<file path="config.mk">
export PLATFORM = sky130hd
export DESIGN_NAME = pt_check_flat
export DESIGN_NICKNAME = d
export VERILOG_FILES = /design/src/rtl/pt_check_if.sv /design/src/rtl/pt_check.sv /design/src/flat_wrapper.sv
export SDC_FILE = /design/constraint.sdc
export NUM_CORES = 1
export LEC_CHECK = 0
export BUFFER_PORTS_ARGS = -buffer_cell sky130_fd_sc_hd__buf_4
export CELL_PAD_IN_SITES_DETAIL_PLACEMENT = 0
export CELL_PAD_IN_SITES_GLOBAL_PLACEMENT = 1
export CORE_MARGIN = 4
export CORE_UTILIZATION = 38
export CTS_CLUSTER_SIZE = 30
export DETAILED_ROUTE_END_ITERATION = 16
export PLACE_DENSITY_LB_ADDON = 0.1
export SLEW_MARGIN = 20
export SYNTH_ARGS = -nofsm -noshare
export SYNTH_HDL_FRONTEND = slang
export SYNTH_SLANG_ARGS = --single-unit
</file>
<file path="constraint.sdc">
create_clock -name clk -period 2.06 [get_ports clk]
set_input_delay 0.206 -clock clk [delete_from_list [all_inputs] [get_ports clk]]
set_output_delay 0.206 -clock clk [all_outputs]
set_load 0.05 [all_outputs]
</file>
<file path="src/rtl/pt_check_if.sv">
// pt_check_if -- handshake and PT-memory read bus for pt_check.
//
//   en        requester -> checker   start request, sampled only while rdy=1
//   rdy       checker -> requester   1 = idle, results stable
//   pt_addr   checker -> PT memory   read address
//   pt_rddata PT memory -> checker   read data, one cycle after pt_addr
//   valid     checker -> requester   ok/len_out hold a completed result
//   ok        checker -> requester   1 = every message byte in range
//   len_out   checker -> requester   message length L from PT[0]
//   bad_idx   checker -> requester   first out-of-range index
//                                    (present only with PT_CHECK_BADIDX_EN)
//
// The slave modport is the checker; the master modport is the requester
// together with the PT memory read port.
interface pt_check_if;
    logic       en;
    logic       rdy;
    logic [7:0] pt_addr;
    logic [7:0] pt_rddata;
    logic       valid;
    logic       ok;
    logic [7:0] len_out;
`ifdef PT_CHECK_BADIDX_EN
    logic [7:0] bad_idx;

    modport slave  (input  en, pt_rddata,
                    output rdy, pt_addr, valid, ok, len_out, bad_idx);
    modport master (output en, pt_rddata,
                    input  rdy, pt_addr, valid, ok, len_out, bad_idx);
`else
    modport slave  (input  en, pt_rddata,
                    output rdy, pt_addr, valid, ok, len_out);
    modport master (output en, pt_rddata,
                    input  rdy, pt_addr, valid, ok, len_out);
`endif
endinterface

</file>
<file path="src/rtl/pt_check.sv">
// pt_check -- validates decrypted plaintext left in PT memory by arc4.
//
// PT layout: byte 0 is the length L, bytes 1..L are the message. The result
// is ok=1 when every message byte lies in [LO_CHAR, HI_CHAR] (L=0 is ok).
// Scanning stops at the first bad byte. PT memory is only ever read.
//
// Ports:
//   clk    clock
//   rst_n  synchronous active-low reset
//   bus    pt_check_if.slave: en/rdy handshake, PT read port
//          (pt_addr/pt_rddata), results valid/ok/len_out[/bad_idx]
//
// Parameters:
//   LO_CHAR  lowest accepted byte, inclusive
//   HI_CHAR  highest accepted byte, inclusive (LO_CHAR <= HI_CHAR)
//
// Build option:
//   PT_CHECK_BADIDX_EN  when defined, adds the bad_idx output and register
//                       (index of the first out-of-range byte on a failed run).
module pt_check #(
    parameter logic [7:0] LO_CHAR = 8'h20,
    parameter logic [7:0] HI_CHAR = 8'h7E
) (
    input  logic      clk,
    input  logic      rst_n,
    pt_check_if.slave bus
);

    typedef enum logic [1:0] {IDLE, LEN, SCAN} state_t;

    state_t     state, state_nx;
    logic [7:0] cnt;
    logic [7:0] len_q;
    logic       valid_q;
    logic       ok_q;

    // Shared decision terms so the FSM and the datapath cannot disagree.
    logic accept;
    logic len_zero;
    logic byte_bad;
    logic last_byte;

    assign accept    = (state == IDLE) && bus.en;
    assign len_zero  = (bus.pt_rddata == 8'd0);
    assign byte_bad  = (bus.pt_rddata < LO_CHAR) || (bus.pt_rddata > HI_CHAR);
    // len_q is already loaded while in SCAN, so the last-byte test uses it.
    assign last_byte = (cnt == len_q);

    // ---------------- state register ----------------
    always_ff @(posedge clk) begin
        if (!rst_n) state <= IDLE;
        else        state <= state_nx;
    end

    // ---------------- next state ----------------
    always_comb begin
        state_nx = state;
        case (state)
            IDLE:    if (bus.en) state_nx = LEN;
            LEN:     state_nx = len_zero ? IDLE : SCAN;
            SCAN:    if (byte_bad || last_byte) state_nx = IDLE;
            default: state_nx = IDLE;
        endcase
    end

    // ---------------- outputs from state ----------------
    // Address is one ahead of the byte being judged because the RAM returns
    // data a cycle after the address. In IDLE PT[0] is pre-read so the length
    // is already on pt_rddata in LEN. At cnt=255 the address wraps to 0; that
    // read is never consumed since cnt=255 is always the final byte.
    always_comb begin
        bus.rdy     = 1'b0;
        bus.pt_addr = 8'd0;
        case (state)
            IDLE:    begin bus.rdy = 1'b1; bus.pt_addr = 8'd0; end
            LEN:     bus.pt_addr = 8'd1;
            SCAN:    bus.pt_addr = cnt + 8'd1;
            default: begin bus.rdy = 1'b0; bus.pt_addr = 8'd0; end
        endcase
    end

    // ---------------- result / counter datapath ----------------
    always_ff @(posedge clk) begin
        if (!rst_n) begin
            cnt     <= 8'd0;
            len_q   <= 8'd0;
            valid_q <= 1'b0;
            ok_q    <= 1'b0;
        end else begin
            case (state)
                IDLE: begin
                    if (accept) begin
                        valid_q <= 1'b0;
                        ok_q    <= 1'b0;
                    end
                end
                LEN: begin
                    len_q <= bus.pt_rddata;
                    if (len_zero) begin
                        ok_q    <= 1'b1;
                        valid_q <= 1'b1;
                    end else begin
                        cnt <= 8'd1;
                    end
                end
                SCAN: begin
                    if (byte_bad) begin
                        ok_q    <= 1'b0;
                        valid_q <= 1'b1;
                    end else if (last_byte) begin
                        ok_q    <= 1'b1;
                        valid_q <= 1'b1;
                    end else begin
                        cnt <= cnt + 8'd1;
                    end
                end
                default: ;
            endcase
        end
    end

    assign bus.valid   = valid_q;
    assign bus.ok      = ok_q;
    assign bus.len_out = len_q;

`ifdef PT_CHECK_BADIDX_EN
    logic [7:0] bad_q;

    // Records the failing index; cleared on accept and on any ok result so a
    // stale index never accompanies ok=1.
    always_ff @(posedge clk) begin
        if (!rst_n) begin
            bad_q <= 8'd0;
        end else begin
            case (state)
                IDLE:    if (accept) bad_q <= 8'd0;
                LEN:     if (len_zero) bad_q <= 8'd0;
                SCAN: begin
                    if (byte_bad)       bad_q <= cnt;
                    else if (last_byte) bad_q <= 8'd0;
                end
                default: ;
            endcase
        end
    end

    assign bus.bad_idx = bad_q;
`endif

endmodule
</file>
<file path="src/flat_wrapper.sv">
// flat-port wrapper written by rule: the top's interface ports become plain ports
module pt_check_flat 
#(
    parameter logic [7:0] LO_CHAR = 8'h20,
    parameter logic [7:0] HI_CHAR = 8'h7E
)
  (clk, rst_n, bus_en, bus_pt_rddata, bus_rdy, bus_pt_addr, bus_valid, bus_ok, bus_len_out);
  pt_check_if bus_i ();
  input  logic clk;
  input  logic rst_n;
  input wire logic [$bits(bus_i.en)-1:0] bus_en;
  input wire logic [$bits(bus_i.pt_rddata)-1:0] bus_pt_rddata;
  output wire logic [$bits(bus_i.rdy)-1:0] bus_rdy;
  output wire logic [$bits(bus_i.pt_addr)-1:0] bus_pt_addr;
  output wire logic [$bits(bus_i.valid)-1:0] bus_valid;
  output wire logic [$bits(bus_i.ok)-1:0] bus_ok;
  output wire logic [$bits(bus_i.len_out)-1:0] bus_len_out;
  assign bus_i.en = bus_en;
  assign bus_i.pt_rddata = bus_pt_rddata;
  assign bus_rdy = bus_i.rdy;
  assign bus_pt_addr = bus_i.pt_addr;
  assign bus_valid = bus_i.valid;
  assign bus_ok = bus_i.ok;
  assign bus_len_out = bus_i.len_out;
  pt_check #(.LO_CHAR(LO_CHAR), .HI_CHAR(HI_CHAR)) u_core (.clk(clk), .rst_n(rst_n), .bus(bus_i));
endmodule
</file>
==> impl_metrics.json <==
{
  "coreArea_mm2": 0.003078,
  "synth_xor_area_share_pct": 6.409,
  "via_per_inst": 5.109,
  "synthAdderAreaFrac_pct": 5.086,
  "ys_seq_area_share_pct": 32.55,
  "worstPathMaxFanout": 6,
  "ant_nets": 0,
  "grt_pass1_wl_mm": 5.230,
  "cts_setup_buffers": 0,
  "synth-seq-cells": 20,
  "synth_mux_area_share_pct": 8.138,
  "cts_buffers": 3,
  "synth_top_cell_by_area": "dfxtp_1",
  "wire_per_inst_um": 14.01,
  "root_buffer": "clkbuf_4",
  "synth_compound_area_share_pct": 17.90,
  "cts_tree": "yes",
  "die_x_um": 64.89,
  "cp.required_ns": 1.85,
  "worst_pin_slew_ns": 0.5416,
  "track_usage_pct": 15.73,
  "holdCritStartpoint": "bus_en",
  "num_rows": 20,
  "hold_class": "in -> reg",
  "holdPathEnd": "u_core.state[0]",
  "grt_pass1_vias": 1119,
  "drt_first_pass_iters": 4,
  "grt_start_max_net_pins": 26,
  "io_buffer_count": 29,
  "routed_wl_mm": 3.082,
  "critPathArrivalTime_ns": 1.69,
  "path_clk_slew_ns": 0.12,
  "fin_setup_tns_ns": 0,
  "synthTopCellsByArea": "dfxtp_1, mux2i_1, xor2_1, nand2_1, ha_1",
  "num_vias": 1124,
  "synth_top_area_share_pct": 32.55,
  "worstPathCellList": "and3_1 > and3_2 > nand2_1 > a21oi_1 > buf_4",
  "avgSynthCellArea_um2": 8.255,
  "grt-ovfl-total": 0,
  "cpMaxStageDelayCell": "dfxtp_1",
  "peakVddDrop_mv": 0.4561,
  "syn-instance-count": 149,
  "max_freq_mhz": 528.3,
  "rsz0062_at_grt": "no",
  "hold_viol": 0,
  "n_antenna_cell": 0,
  "r2r_setup_slack_ns": 0.26,
  "synth_common_cells": "dfxtp_1, nand2_1, inv_1",
  "r2r-end": "u_core.cnt[1]",
  "htree_levels": 1,
  "synth_top_family_by_area": "simple AND/OR/NAND/NOR gates",
  "cp_top_family": "simple AND/OR/NAND/NOR gates",
  "leakagePower_nw": 0.6553,
  "layout_min_cycle_time_ns": 1.893,
  "cts_buffer_depth": 2,
  "cts_hold_buf": 0,
  "slew_violations": 0,
  "dp_hpwl_mm": 2.314,
  "max_cap_viol_count": 0,
  "ff2ff_path_depth": 6,
  "powerDensity_mw_per_mm2": 597.8,
  "synthSimpleGateAreaFrac_pct": 24.52,
  "rr_startpoint": "u_core.state[0]",
  "grt_antenna_before_repair": 0,
  "end_kind": "output port",
  "cp_slowest_stage_delay_ns": 0.45,
  "final_core_util_pct": 49.27,
  "synth.most_common_cell": "dfxtp_1",
  "fp.dieH_um": 64.89,
  "start_util_pct": 39.96,
  "hold_slack_ns": 0.1417,
  "hold_depth": 3,
  "dp_cells": 217,
  "status": "finished, final reports clean",
  "syn-cell-area_mm2": 0.001230,
  "drt-initial-drc-count": 47,
  "cp_num_buf_inv": 1,
  "start_kind": "flip-flop",
  "finalSetupViolations": 0,
  "syn_nets": 165,
  "drc": 0,
  "synth_edf_count": 0,
  "drive_gt1_share_pct": 25.57,
  "cts_resized": 0,
  "synthFlopType": "dfxtp_1",
  "clock_latency_ns": 0.30,
  "die-area_mm2": 0.004211,
  "gp_congestion": 0.7600,
  "maxSlewHeadroom_pct": 63.57,
  "finClkSkew_ns": 0.006966,
  "synth_cell_type_count": 32,
  "synthArstFlopShare_pct": 0,
  "cts.sinks": 20,
  "period_share_pct": 91.89,
  "path_class": "reg -> out",
  "fin_nets": 194,
  "syn2layout_area_growth_pct": 23.30,
  "io_pins": 30,
  "ys_warn_count": 0,
  "final_cells": 220
}
-- metal layers --
metal,track usage (%),part of all wire (%),vias up
li1,-,-,574
met1,19.51,45,523
met4,3.958,1.7,0
met2,26.95,50,21
met3,3.986,3.6,6
met5,0,0,-
-- power by group --
part / internal [mW] / leakage, nW / switching, mW
Combinational: 0.111 / 0.478 / 0.174
Sequential: 0.408 / 0.164 / 0.0223
Clock: 0.0682 / 0.0138 / 0.123
Total: 0.587 / 0.655 / 0.319
-- worst min-delay path, cell delays in order --
cell     delay, ns
buf_4         0.08
a21oi_1       0.05
nor2_1        0.07
-- layout by cell type (no fill, tap or decap), drive strengths merged --
cell / n
a21oi: 9
o2111ai: 1
a41o: 1
nand3: 7
nand2: 17
o21ai: 2
o21a: 1
xor2: 8
o22ai: 7
nand2b: 6
dfxtp: 20
nor2b: 9
ha: 5
inv: 11
buf: 30
nor2: 7
a21o: 1
a2111oi: 1
nor4: 4
nand4: 2
a31oi: 6
clkbuf: 3
mux2i: 10
and3: 4
xnor2: 1
o211a: 1
a21boi: 1
or2: 1
-- area by class of cell --
cell class,count,area (µm²)
timing repair buffer,30,225.2
inverter,11,41.29
clock buffer,3,22.52
sequential,20,402.9
fill,319,1562
multi-input combinational,112,769.5
tap,44,55.05
-- flip-flops by register name, summed over array words and instances (netlist names) --
register / flops
u_core.bus.len_out: 8
u_core.cnt: 8
u_core.state: 2
u_core.bus.ok: 1
u_core.bus.valid: 1
-- cells by family after synthesis --
group                    count (synthesis)
AO/OA/AOI/OAI                           31
AND/OR/NAND/NOR                         57
buffers and inverters                   17
flip-flops                              20
XOR/XNOR                                 9
multiplexers                            10
adder cells (fa/ha/maj)                  5
-- metrics by stage --
step,area [µm²],worst slack (ns),power [mW]
final,1516,0.1671,0.9065
after global routing,1516,0.01635,0.9574
after CTS,1508,0.01671,0.9174
after detailed placement,1485,0.3054,0.7209
after global placement,1485,0.3774,0.7212
after floorplan,1230,0.09780,0.6405
-- worst max-delay path by stage --
stage                     depth (start not counted)               end  slack, ns                  start
after global placement                            5  u_core.bus.valid       0.38  u_core.bus.len_out[6]
after floorplan                                   5    bus_pt_addr[7]        0.1          u_core.cnt[2]
final                                             5    bus_pt_addr[7]       0.17          u_core.cnt[3]
after CTS                                         5    bus_pt_addr[7]       0.02          u_core.cnt[2]
after global routing                              5    bus_pt_addr[7]       0.02          u_core.cnt[3]
after detailed placement                          6     u_core.cnt[6]       0.31        u_core.state[0]
Note: power is estimated with default switching activity, not from simulation.
